===== src/rtl/sr_cmd_pkg.sv =====
// sr_cmd_pkg: shared types, default parameters and helpers for the SR command
// generator (sr_cmd_gen and its sr_debounce input conditioners).
package sr_cmd_pkg;

  typedef enum logic [1:0] {
    ST_IDLE    = 2'd0,
    ST_ISSUE   = 2'd1,
    ST_LOCKOUT = 2'd2
  } sr_state_t;

  localparam int unsigned DEB_CYCLES_DEF     = 32'd16;
  localparam int unsigned LOCKOUT_CYCLES_DEF = 32'd4;

  // Saturating 8-bit increment used by the conflict statistics counter.
  function automatic logic [7:0] sat_inc8(input logic [7:0] v);
    if (v == 8'hFF) begin
      return 8'hFF;
    end else begin
      return v + 8'd1;
    end
  endfunction

endpackage


===== src/rtl/sr_debounce.sv =====
// sr_debounce: 2-flop synchronizer, stability-count debouncer and rising-edge
// detector for one raw asynchronous input. The rise output is a registered
// one-cycle pulse issued on the same edge the debounced level goes high.
module sr_debounce
  import sr_cmd_pkg::*;
#(
  parameter int unsigned DEB_CYCLES = DEB_CYCLES_DEF
) (
  input  logic clk,
  input  logic rst,
  input  logic raw,
  output logic rise
);

  localparam logic [15:0] CNT_LAST = 16'(DEB_CYCLES - 32'd1);

  logic        sync1_r;
  logic        sync2_r;
  logic        deb_r;
  logic        rise_r;
  logic [15:0] cnt_r;

  // Two-stage synchronizer for the raw asynchronous input.
  always_ff @(posedge clk or negedge rst) begin
    if (!rst) begin
      sync1_r <= 1'b0;
      sync2_r <= 1'b0;
    end else begin
      sync1_r <= raw;
      sync2_r <= sync1_r;
    end
  end

  // Count consecutive disagreeing samples; flip the level on the last one and
  // flag a rising edge in the same cycle.
  always_ff @(posedge clk or negedge rst) begin
    if (!rst) begin
      cnt_r  <= 16'd0;
      deb_r  <= 1'b0;
      rise_r <= 1'b0;
    end else begin
      rise_r <= 1'b0;
      if (sync2_r != deb_r) begin
        if (cnt_r == CNT_LAST) begin
          deb_r  <= ~deb_r;
          cnt_r  <= 16'd0;
          rise_r <= ~deb_r;
        end else begin
          cnt_r <= cnt_r + 16'd1;
        end
      end else begin
        cnt_r <= 16'd0;
      end
    end
  end

  assign rise = rise_r;

endmodule


===== src/rtl/sr_cmd_gen.sv =====
// sr_cmd_gen: turns debounced set/clear presses into one-cycle s/r commands
// for a downstream SR flip-flop, with clear-wins conflict handling and a
// post-command lockout. Define SR_CMD_STATS_EN to add the saturating
// conflict_cnt output.
module sr_cmd_gen
  import sr_cmd_pkg::*;
#(
  parameter int unsigned DEB_CYCLES     = DEB_CYCLES_DEF,
  parameter int unsigned LOCKOUT_CYCLES = LOCKOUT_CYCLES_DEF
) (
  input  logic       clk,
  input  logic       rst,
  input  logic       set_in,
  input  logic       clr_in,
  output logic       s,
  output logic       r,
  output logic       busy,
`ifdef SR_CMD_STATS_EN
  output logic       conflict,
  output logic [7:0] conflict_cnt
`else
  output logic       conflict
`endif
);

  localparam logic       LOCK_EN   = (LOCKOUT_CYCLES != 32'd0);
  localparam logic [7:0] LOCK_LAST = LOCK_EN ? 8'(LOCKOUT_CYCLES - 32'd1) : 8'd0;

  logic      set_pulse_s;
  logic      clr_pulse_s;
  sr_state_t state_r;
  sr_state_t state_nxt_s;
  logic [7:0] lock_cnt_r;
  logic [7:0] lock_cnt_nxt_s;
  logic      s_nxt_s;
  logic      r_nxt_s;
  logic      conflict_nxt_s;
  logic      busy_nxt_s;
  logic      s_r;
  logic      r_r;
  logic      conflict_r;
  logic      busy_r;

  sr_debounce #(.DEB_CYCLES(DEB_CYCLES)) u_deb_set (
    .clk  (clk),
    .rst  (rst),
    .raw  (set_in),
    .rise (set_pulse_s)
  );

  sr_debounce #(.DEB_CYCLES(DEB_CYCLES)) u_deb_clr (
    .clk  (clk),
    .rst  (rst),
    .raw  (clr_in),
    .rise (clr_pulse_s)
  );

  // FSM state and lockout counter registers.
  always_ff @(posedge clk or negedge rst) begin
    if (!rst) begin
      state_r    <= ST_IDLE;
      lock_cnt_r <= 8'd0;
    end else begin
      state_r    <= state_nxt_s;
      lock_cnt_r <= lock_cnt_nxt_s;
    end
  end

  // Next-state logic; requests outside IDLE are simply ignored.
  always_comb begin
    state_nxt_s    = state_r;
    lock_cnt_nxt_s = lock_cnt_r;
    case (state_r)
      ST_IDLE: begin
        if (set_pulse_s || clr_pulse_s) begin
          state_nxt_s    = ST_ISSUE;
          lock_cnt_nxt_s = 8'd0;
        end else begin
          state_nxt_s = ST_IDLE;
        end
      end
      ST_ISSUE: begin
        lock_cnt_nxt_s = 8'd0;
        if (LOCK_EN) begin
          state_nxt_s = ST_LOCKOUT;
        end else begin
          state_nxt_s = ST_IDLE;
        end
      end
      ST_LOCKOUT: begin
        if (lock_cnt_r == LOCK_LAST) begin
          state_nxt_s    = ST_IDLE;
          lock_cnt_nxt_s = 8'd0;
        end else begin
          lock_cnt_nxt_s = lock_cnt_r + 8'd1;
        end
      end
      default: begin
        state_nxt_s    = ST_IDLE;
        lock_cnt_nxt_s = 8'd0;
      end
    endcase
  end

  // Output decode: clear wins a simultaneous request and flags the conflict.
  always_comb begin
    s_nxt_s        = 1'b0;
    r_nxt_s        = 1'b0;
    conflict_nxt_s = 1'b0;
    busy_nxt_s     = (state_nxt_s != ST_IDLE);
    if (state_r == ST_IDLE) begin
      if (clr_pulse_s) begin
        r_nxt_s        = 1'b1;
        conflict_nxt_s = set_pulse_s;
      end else if (set_pulse_s) begin
        s_nxt_s = 1'b1;
      end else begin
        s_nxt_s = 1'b0;
      end
    end else begin
      s_nxt_s = 1'b0;
    end
  end

  // Registered command, conflict and busy outputs.
  always_ff @(posedge clk or negedge rst) begin
    if (!rst) begin
      s_r        <= 1'b0;
      r_r        <= 1'b0;
      conflict_r <= 1'b0;
      busy_r     <= 1'b0;
    end else begin
      s_r        <= s_nxt_s;
      r_r        <= r_nxt_s;
      conflict_r <= conflict_nxt_s;
      busy_r     <= busy_nxt_s;
    end
  end

  assign s        = s_r;
  assign r        = r_r;
  assign conflict = conflict_r;
  assign busy     = busy_r;

`ifdef SR_CMD_STATS_EN
  logic [7:0] conflict_cnt_r;

  // Saturating count of conflict pulses, updated with the conflict output.
  always_ff @(posedge clk or negedge rst) begin
    if (!rst) begin
      conflict_cnt_r <= 8'd0;
    end else if (conflict_nxt_s) begin
      conflict_cnt_r <= sat_inc8(conflict_cnt_r);
    end else begin
      conflict_cnt_r <= conflict_cnt_r;
    end
  end

  assign conflict_cnt = conflict_cnt_r;
`endif

endmodule


===== config.mk =====
export PLATFORM = sky130hd
export DESIGN_NAME = sr_cmd_gen
export DESIGN_NICKNAME = d
export VERILOG_FILES = /design/src/rtl/sr_cmd_pkg.sv /design/src/rtl/sr_debounce.sv /design/src/rtl/sr_cmd_gen.sv
export SDC_FILE = /design/constraint.sdc
export NUM_CORES = 1
export LEC_CHECK = 0
export CAP_MARGIN = 10
export CORE_MARGIN = 8
export CORE_UTILIZATION = 55
export DETAILED_ROUTE_END_ITERATION = 7
export PLACE_DENSITY = 0.73
export SLEW_MARGIN = 20
export SYNTH_ARGS = -nofsm -noshare
export SYNTH_HDL_FRONTEND = slang
export SYNTH_HIERARCHICAL = 1
export SYNTH_SLANG_ARGS = --single-unit

===== constraint.sdc =====
create_clock -name clk -period 2.8 [get_ports clk]
set_input_delay 0.7 -clock clk [delete_from_list [all_inputs] [get_ports clk]]
set_output_delay 0.7 -clock clk [all_outputs]
set_load 0.02 [all_outputs]

==> impl_metrics.env, run 1 <==
export IMPL_netlist_instances=238
export IMPL_ys_seq_area_share_pct=52.9
export IMPL_synth_area_per_cell_um2=10.7
export IMPL_hp_class="register to register"
export IMPL_drtIter0Drc=104
export IMPL_yosysTopAreaCell="dfrtp_1"
export IMPL_gp_congestion=0.866
export IMPL_yosysWarnings=6
export IMPL_grt_pass1_vias=1648
export IMPL_drc_errors=0
export IMPL_rr_worst_depth=4
export IMPL_cts_sinks=54
export IMPL_dr_total_vias=1689
export IMPL_syn_num_nets=245
export IMPL_max_cap_violations=0
export IMPL_drive_gt1_share_pct=13.2
export IMPL_io_pins=8
export IMPL_synthArstFlopShare_pct=100
export IMPL_num_antenna_cells=0
export IMPL_firstDrtPassIters=4
export IMPL_critPathBufInv=1
export IMPL_slowest_delay_ps=600
export IMPL_crit_path_end="conflict"
export IMPL_io_buffers=7
export IMPL_worstPathRequired_ps=2100
export IMPL_power_density_mw_per_mm2=453
export IMPL_power_mw=1.25
export IMPL_stdcell_count=304
export IMPL_post_cts_buffers=0
export IMPL_die_h_um=84.2
export IMPL_cp_end_kind="output port"
export IMPL_grt_usage_pct=12.7
export IMPL_grt_overflow=0
export IMPL_fin_nets=257
export IMPL_period_share_pct=68.9
export IMPL_die_area_mm2=0.00709
export IMPL_ctsResizeCount=0
export IMPL_synth_top_area_share_pct=52.9
export IMPL_cp_startpoint="conflict$_DFF_PN0_"
export IMPL_routed_wl_um=4050
export IMPL_placed_cells=297
export IMPL_tightest_slew_ps=537
export IMPL_final_cell_mix="dfrtp_1, nor2_1, xnor2_1"
export IMPL_crit_type="register to output port"
export IMPL_start_kind="register"
export IMPL_fillers=392
export IMPL_r2r_end="lock_cnt_r[7]$_DFFE_PN0P_"
export IMPL_clk_pin_slew_ps=90
export IMPL_start_util_pct=55.6
export IMPL_netlist_area_mm2=0.00256
export IMPL_critPathArrivalTime_ps=1230
export IMPL_r2r_start="lock_cnt_r[5]$_DFFE_PN0P_"
export IMPL_path_cells="clkdlybuf4s50_1"
export IMPL_wl_per_cell_um=13.3
export IMPL_synth_area_leaders="dfrtp_1, xnor2_1, nor2_1, nor4_2, xor2_1"
export IMPL_cp_depth=1
export IMPL_antenna_found_initial=0
export IMPL_fmax_ghz=0.519
export IMPL_synth_cell_type_count=34
export IMPL_synth_edf_count=0
export IMPL_cts_htree_levels=2
export IMPL_fin_tns_setup_ps=0
export IMPL_slew_headroom_pct=63.9
export IMPL_core_mm2=0.00460
export IMPL_die_w_um=84.2
export IMPL_rsz0062_at_grt="no"
export IMPL_grt_pass1_wl_um=7550
export IMPL_setup_viol=0
export IMPL_mostFrequentLayoutCell="dfrtp_1"
export IMPL_fin_crit_ps=1930
export IMPL_via_per_inst=5.56
export IMPL_total_leakage_power_nw=1.20
export IMPL_ir_worst_vdd_mv=0.320
export IMPL_status="finished, final reports clean"
export IMPL_crit_fanout=1
export IMPL_hold_depth=0
export IMPL_cts_tree="yes"
export IMPL_cp_top_family="buffers and inverters"
export IMPL_max_clock_path_buffers=2
export IMPL_cts_buffers=5
export IMPL_clkLatencyLatePin_ps=300
export IMPL_fin_skew_ps=6.09
export IMPL_syn_to_final_growth_pct=7.64
export IMPL_grt_max_degree=33
export IMPL_rows=25
export IMPL_ctsHoldBuffers=0
export IMPL_dp_hpwl_um=2920
export IMPL_rrSetupSlack_ps=1160
export IMPL_postRouteAntennaNets=0
export IMPL_finalMaxSlewViolations=0
export IMPL_hold_viol=0
export IMPL_cp_slowest_cell="clkdlybuf4s50_1"
export IMPL_ys_ff_latch=54
export IMPL_synth_flop_cell="dfrtp_1"
export IMPL_clockRootBuffer="clkbuf_8"
worst register-to-register path, stage by stage (launching register included):
cell and delay, ps:
dfrtp_1 450, nor4_2 390, a31oi_2 250, and3_1 230, a211o_1 220
final cells by class:
cell class	instances	area [um^2]	area share, %
clock buffers	6	72.6	2.64
clock inverters	1	7.51	0.273
inverters	6	22.5	0.819
multi-input cells	174	1150	41.8
flip-flops and latches	54	1350	49.1
well taps	54	67.6	2.46
repair buffers	9	80.1	2.91
per-stage QoR:
step / hold WS [ps] / area, um^2 / worst slack (ps) / utilization (%)
4_1_cts: 358 / 2750 / 849 / 59.8
3_5_place_dp: 337 / 2670 / 1160 / 58.1
2_1_floorplan: 331 / 2560 / 1340 / -
3_3_place_gp: 333 / 2670 / 1200 / 58.1
5_1_grt: 361 / 2750 / 805 / 59.8
6_report: 354 / 2750 / 872 / 59.8
power by group:
group / internal (mW) / switching [mW] / leakage [nW]
clock network: 0.172 / 0.233 / 0.0373
registers: 0.790 / 0.0108 / 0.740
logic: 0.0138 / 0.0285 / 0.419
cells in the mapped netlist (5+ instances only):
master / n
dfrtp_1: 54
nor2_1: 35
xnor2_1: 20
nand2_1: 16
nand3_1: 11
nand4_1: 10
nor3_1: 10
xor2_1: 8
and3_1: 7
nor4_1: 7
inv_1: 6
nor4_2: 6
o21ai_0: 5
kinds of logic after synthesis:
kind of cell               after synthesis  synth area share [%]
adders and majority gates                3                  1.47
muxes                                    2                 0.881
DFF                                     54                  52.9
AOI/OAI and AO/OA                       20                  5.29
xor gates and xnor gates                28                  9.59
buffers and inverters                   10                  2.15
and+or+nand+nor                        121                  27.8
how the worst min path moves through the flow:
stage                                 from                          end  slack (ps)
5_1_grt        u_deb_clr/sync1_r$_DFF_PN0_  u_deb_clr/sync2_r$_DFF_PN0_         360
3_3_place_gp   u_deb_clr/sync1_r$_DFF_PN0_  u_deb_clr/sync2_r$_DFF_PN0_         330
6_report       u_deb_clr/sync1_r$_DFF_PN0_  u_deb_clr/sync2_r$_DFF_PN0_         350
2_1_floorplan  u_deb_clr/sync1_r$_DFF_PN0_  u_deb_clr/sync2_r$_DFF_PN0_         330
3_5_place_dp   u_deb_clr/sync1_r$_DFF_PN0_  u_deb_clr/sync2_r$_DFF_PN0_         340
4_1_cts        u_deb_clr/sync1_r$_DFF_PN0_  u_deb_clr/sync2_r$_DFF_PN0_         360
per-layer routing:
layer,vias up,global-route usage (%),part of all wire [%]
met2,17,19.4,46
met4,0,4.87,1.4
met5,-,0,0
met3,5,2.90,2.5
li1,856,-,-
met1,811,17.0,50
flip-flops by register name, indices dropped and copies added (netlist names):
| name | cells |
|---|---|
| u_deb_clr/deb_r | 1 |
| u_deb_clr/rise | 1 |
| u_deb_clr/sync1_r | 1 |
| u_deb_set/sync2_r | 1 |
| lock_cnt_r | 8 |
| r | 1 |
| busy | 1 |
| u_deb_clr/sync2_r | 1 |
| s | 1 |
| u_deb_set/rise | 1 |
| conflict | 1 |
| u_deb_set/deb_r | 1 |
| state_r | 2 |
| u_deb_set/cnt_r | 16 |
| u_deb_set/sync1_r | 1 |
| u_deb_clr/cnt_r | 16 |
No activity file was read; power rests on OpenSTA's default activity.
==> inputs of run 2 (changes only) <==
- CORE_UTILIZATION: 55 -> 54
- PLACE_DENSITY: 0.73 -> 0.74
- clock period: 2.8 -> 1.7 ns (I/O delays scaled with it)
==> run 2 against run 1 <==
Sequential cell count unchanged. Total power increased by 70%. Worst setup slack got worse by 830 ps. First-iteration DRC count decreased by 20%. Utilization increased by 2.2 points. Critical endpoint is now s.
==> impl_metrics.env, run 2 (synthesized netlist as in run 1, its figures left out) <==
export IMPL_clkLatencyLatePin_ps=300
export IMPL_hold_viol=0
export IMPL_cts_sinks=54
export IMPL_period_share_pct=97.3
export IMPL_cts_tree="yes"
export IMPL_path_cells="clkdlybuf4s50_1"
export IMPL_crit_fanout=1
export IMPL_fin_tns_setup_ps=0
export IMPL_io_buffers=7
export IMPL_hp_class="register to register"
export IMPL_postRouteAntennaNets=0
export IMPL_cp_top_family="buffers and inverters"
export IMPL_top_regs="u_deb_clr/cnt_r (16), u_deb_set/cnt_r (16), lock_cnt_r (8)"
export IMPL_setup_viol=0
export IMPL_cts_htree_levels=2
export IMPL_tightest_slew_ps=365
export IMPL_start_util_pct=55.2
export IMPL_r2r_end="u_deb_set/deb_r$_DFFE_PN0P_"
export IMPL_cp_end_kind="output port"
export IMPL_io_pins=8
export IMPL_clk_pin_slew_ps=90
export IMPL_worstPathRequired_ps=1270
export IMPL_dp_hpwl_um=3260
export IMPL_r2r_start="u_deb_set/cnt_r[0]$_DFF_PN0_"
export IMPL_dr_total_vias=1794
export IMPL_grt_max_degree=27
export IMPL_final_util_pct=62.1
export IMPL_drtIter0Drc=83
export IMPL_p_int_mw=1.66
export IMPL_cts_buffers=5
export IMPL_die_h_um=84.8
export IMPL_total_leakage_power_nw=1.29
export IMPL_cp_startpoint="s$_DFF_PN0_"
export IMPL_rsz0062_at_grt="no"
export IMPL_rows=25
export IMPL_hold_path_end="u_deb_set/sync2_r$_DFF_PN0_"
export IMPL_p_clk_share_pct=34.1
export IMPL_ir_worst_vdd_mv=0.565
export IMPL_switching_share_pct=21.8
export IMPL_drive_gt1_share_pct=16.8
export IMPL_max_cap_violations=0
export IMPL_grt_overflow=0
export IMPL_p_sw_mw=0.464
export IMPL_power_density_mw_per_mm2=739
export IMPL_rrSetupSlack_ps=90
export IMPL_mostFrequentLayoutCell="dfrtp_1"
export IMPL_firstDrtPassIters=4
export IMPL_critPathBufInv=1
export IMPL_rr_worst_depth=5
export IMPL_fmax_ghz=0.605
export IMPL_slowest_delay_ps=600
export IMPL_die_w_um=84.8
export IMPL_hold_depth=0
export IMPL_status="finished, final reports clean"
export IMPL_max_clock_path_buffers=2
export IMPL_fin_crit_ps=1650
export IMPL_syn_to_final_growth_pct=12.4
export IMPL_wl_per_cell_um=14.2
export IMPL_drc_errors=0
export IMPL_sequentialPowerShare_pct=62.1
export IMPL_crit_type="register to output port"
export IMPL_critPathArrivalTime_ps=1230
export IMPL_grt_pass1_vias=1801
export IMPL_grt_pass1_wl_um=8140
export IMPL_antenna_found_initial=0
export IMPL_finalMaxSlewViolations=0
export IMPL_gp_congestion=0.835
export IMPL_die_area_mm2=0.00719
export IMPL_grt_usage_pct=14.0
export IMPL_core_mm2=0.00463
export IMPL_clockRootBuffer="clkbuf_8"
export IMPL_fin_skew_ps=8.27
export IMPL_cp_slowest_cell="clkdlybuf4s50_1"
export IMPL_share_comb_of_total_power_pct=3.8
export IMPL_fin_nets=268
export IMPL_num_antenna_cells=0
export IMPL_cp_depth=1
export IMPL_routed_wl_um=4500
export IMPL_slew_headroom_pct=75.6
export IMPL_final_cell_mix="dfrtp_1, nor2_1, xnor2_1"
export IMPL_hold_start="u_deb_set/sync1_r$_DFF_PN0_"
export IMPL_via_per_inst=5.68
export IMPL_start_kind="register"
## run 2: through the flow
stage / instance area, um^2 / hold slack [ps] / instances / setup WS, ps / total power [mW]
3_5_place_dp: 2750 / 324 / 306 / 99.1 / 1.42
4_1_cts: 2850 / 357 / 315 / 24.6 / 2.14
3_3_place_gp: 2750 / 324 / 306 / 145 / 1.42
6_report: 2870 / 354 / 316 / 46.3 / 2.12
2_1_floorplan: 2560 / 129 / 238 / 245 / 1.38
5_1_grt: 2870 / 366 / 316 / 1.63 / 2.20
## run 2: worst register-to-register path, stage by stage (launching register included)
cell	delay, ps
dfrtp_1	430
ha_1	270
and3_1	230
nand4_1	90
buf_4	140
mux2_2	330
## run 2: how the worst max path moves through the flow
stage                                              end
after floorplan              lock_cnt_r[7]$_DFFE_PN0P_
after global placement       lock_cnt_r[7]$_DFFE_PN0P_
after detailed placement  u_deb_set/cnt_r[2]$_DFF_PN0_
after CTS                                         busy
after global routing                                 s
final                                                s
## run 2: routing by layer
| metal | global-route usage (%) | routed length (um) | vias to the layer above |
|---|---|---|---|
| li1 | - | - | 879 |
| met1 | 18.7 | 2220 | 885 |
| met2 | 21.2 | 2070 | 25 |
| met3 | 3.41 | 139 | 5 |
| met4 | 5.34 | 59 | 0 |
| met5 | 0 | 0 | - |
## run 2: what timing repair did
action / 4_1_cts / 5_1_grt
endpoints found under the hold margin: 9 / 0
setup buffers: 0 / 1
hold buffers: 1 / 0
gates resized for setup: 0 / 3
endpoints found under the setup margin: 0 / 21
## run 2: power groups by stage
stage               clock network [mW]  registers [mW]  logic, mW
CTS                              0.743            1.32     0.0811
global placement                     0            1.34     0.0782
finish                           0.724            1.32     0.0807
global route                     0.786            1.32     0.0944
detailed placement                   0            1.34     0.0790
floorplan                            0            1.34     0.0358
## run 2: cell type report
cell class / instances / area, um^2
Fill cell: 404 / 1760
Sequential cell: 54 / 1350
Multi-Input combinational cell: 174 / 1160
Timing Repair Buffer: 20 / 180
Clock buffer: 7 / 86.3
Tap cell: 54 / 67.6
Inverter: 6 / 22.5
Clock inverter: 1 / 5.00
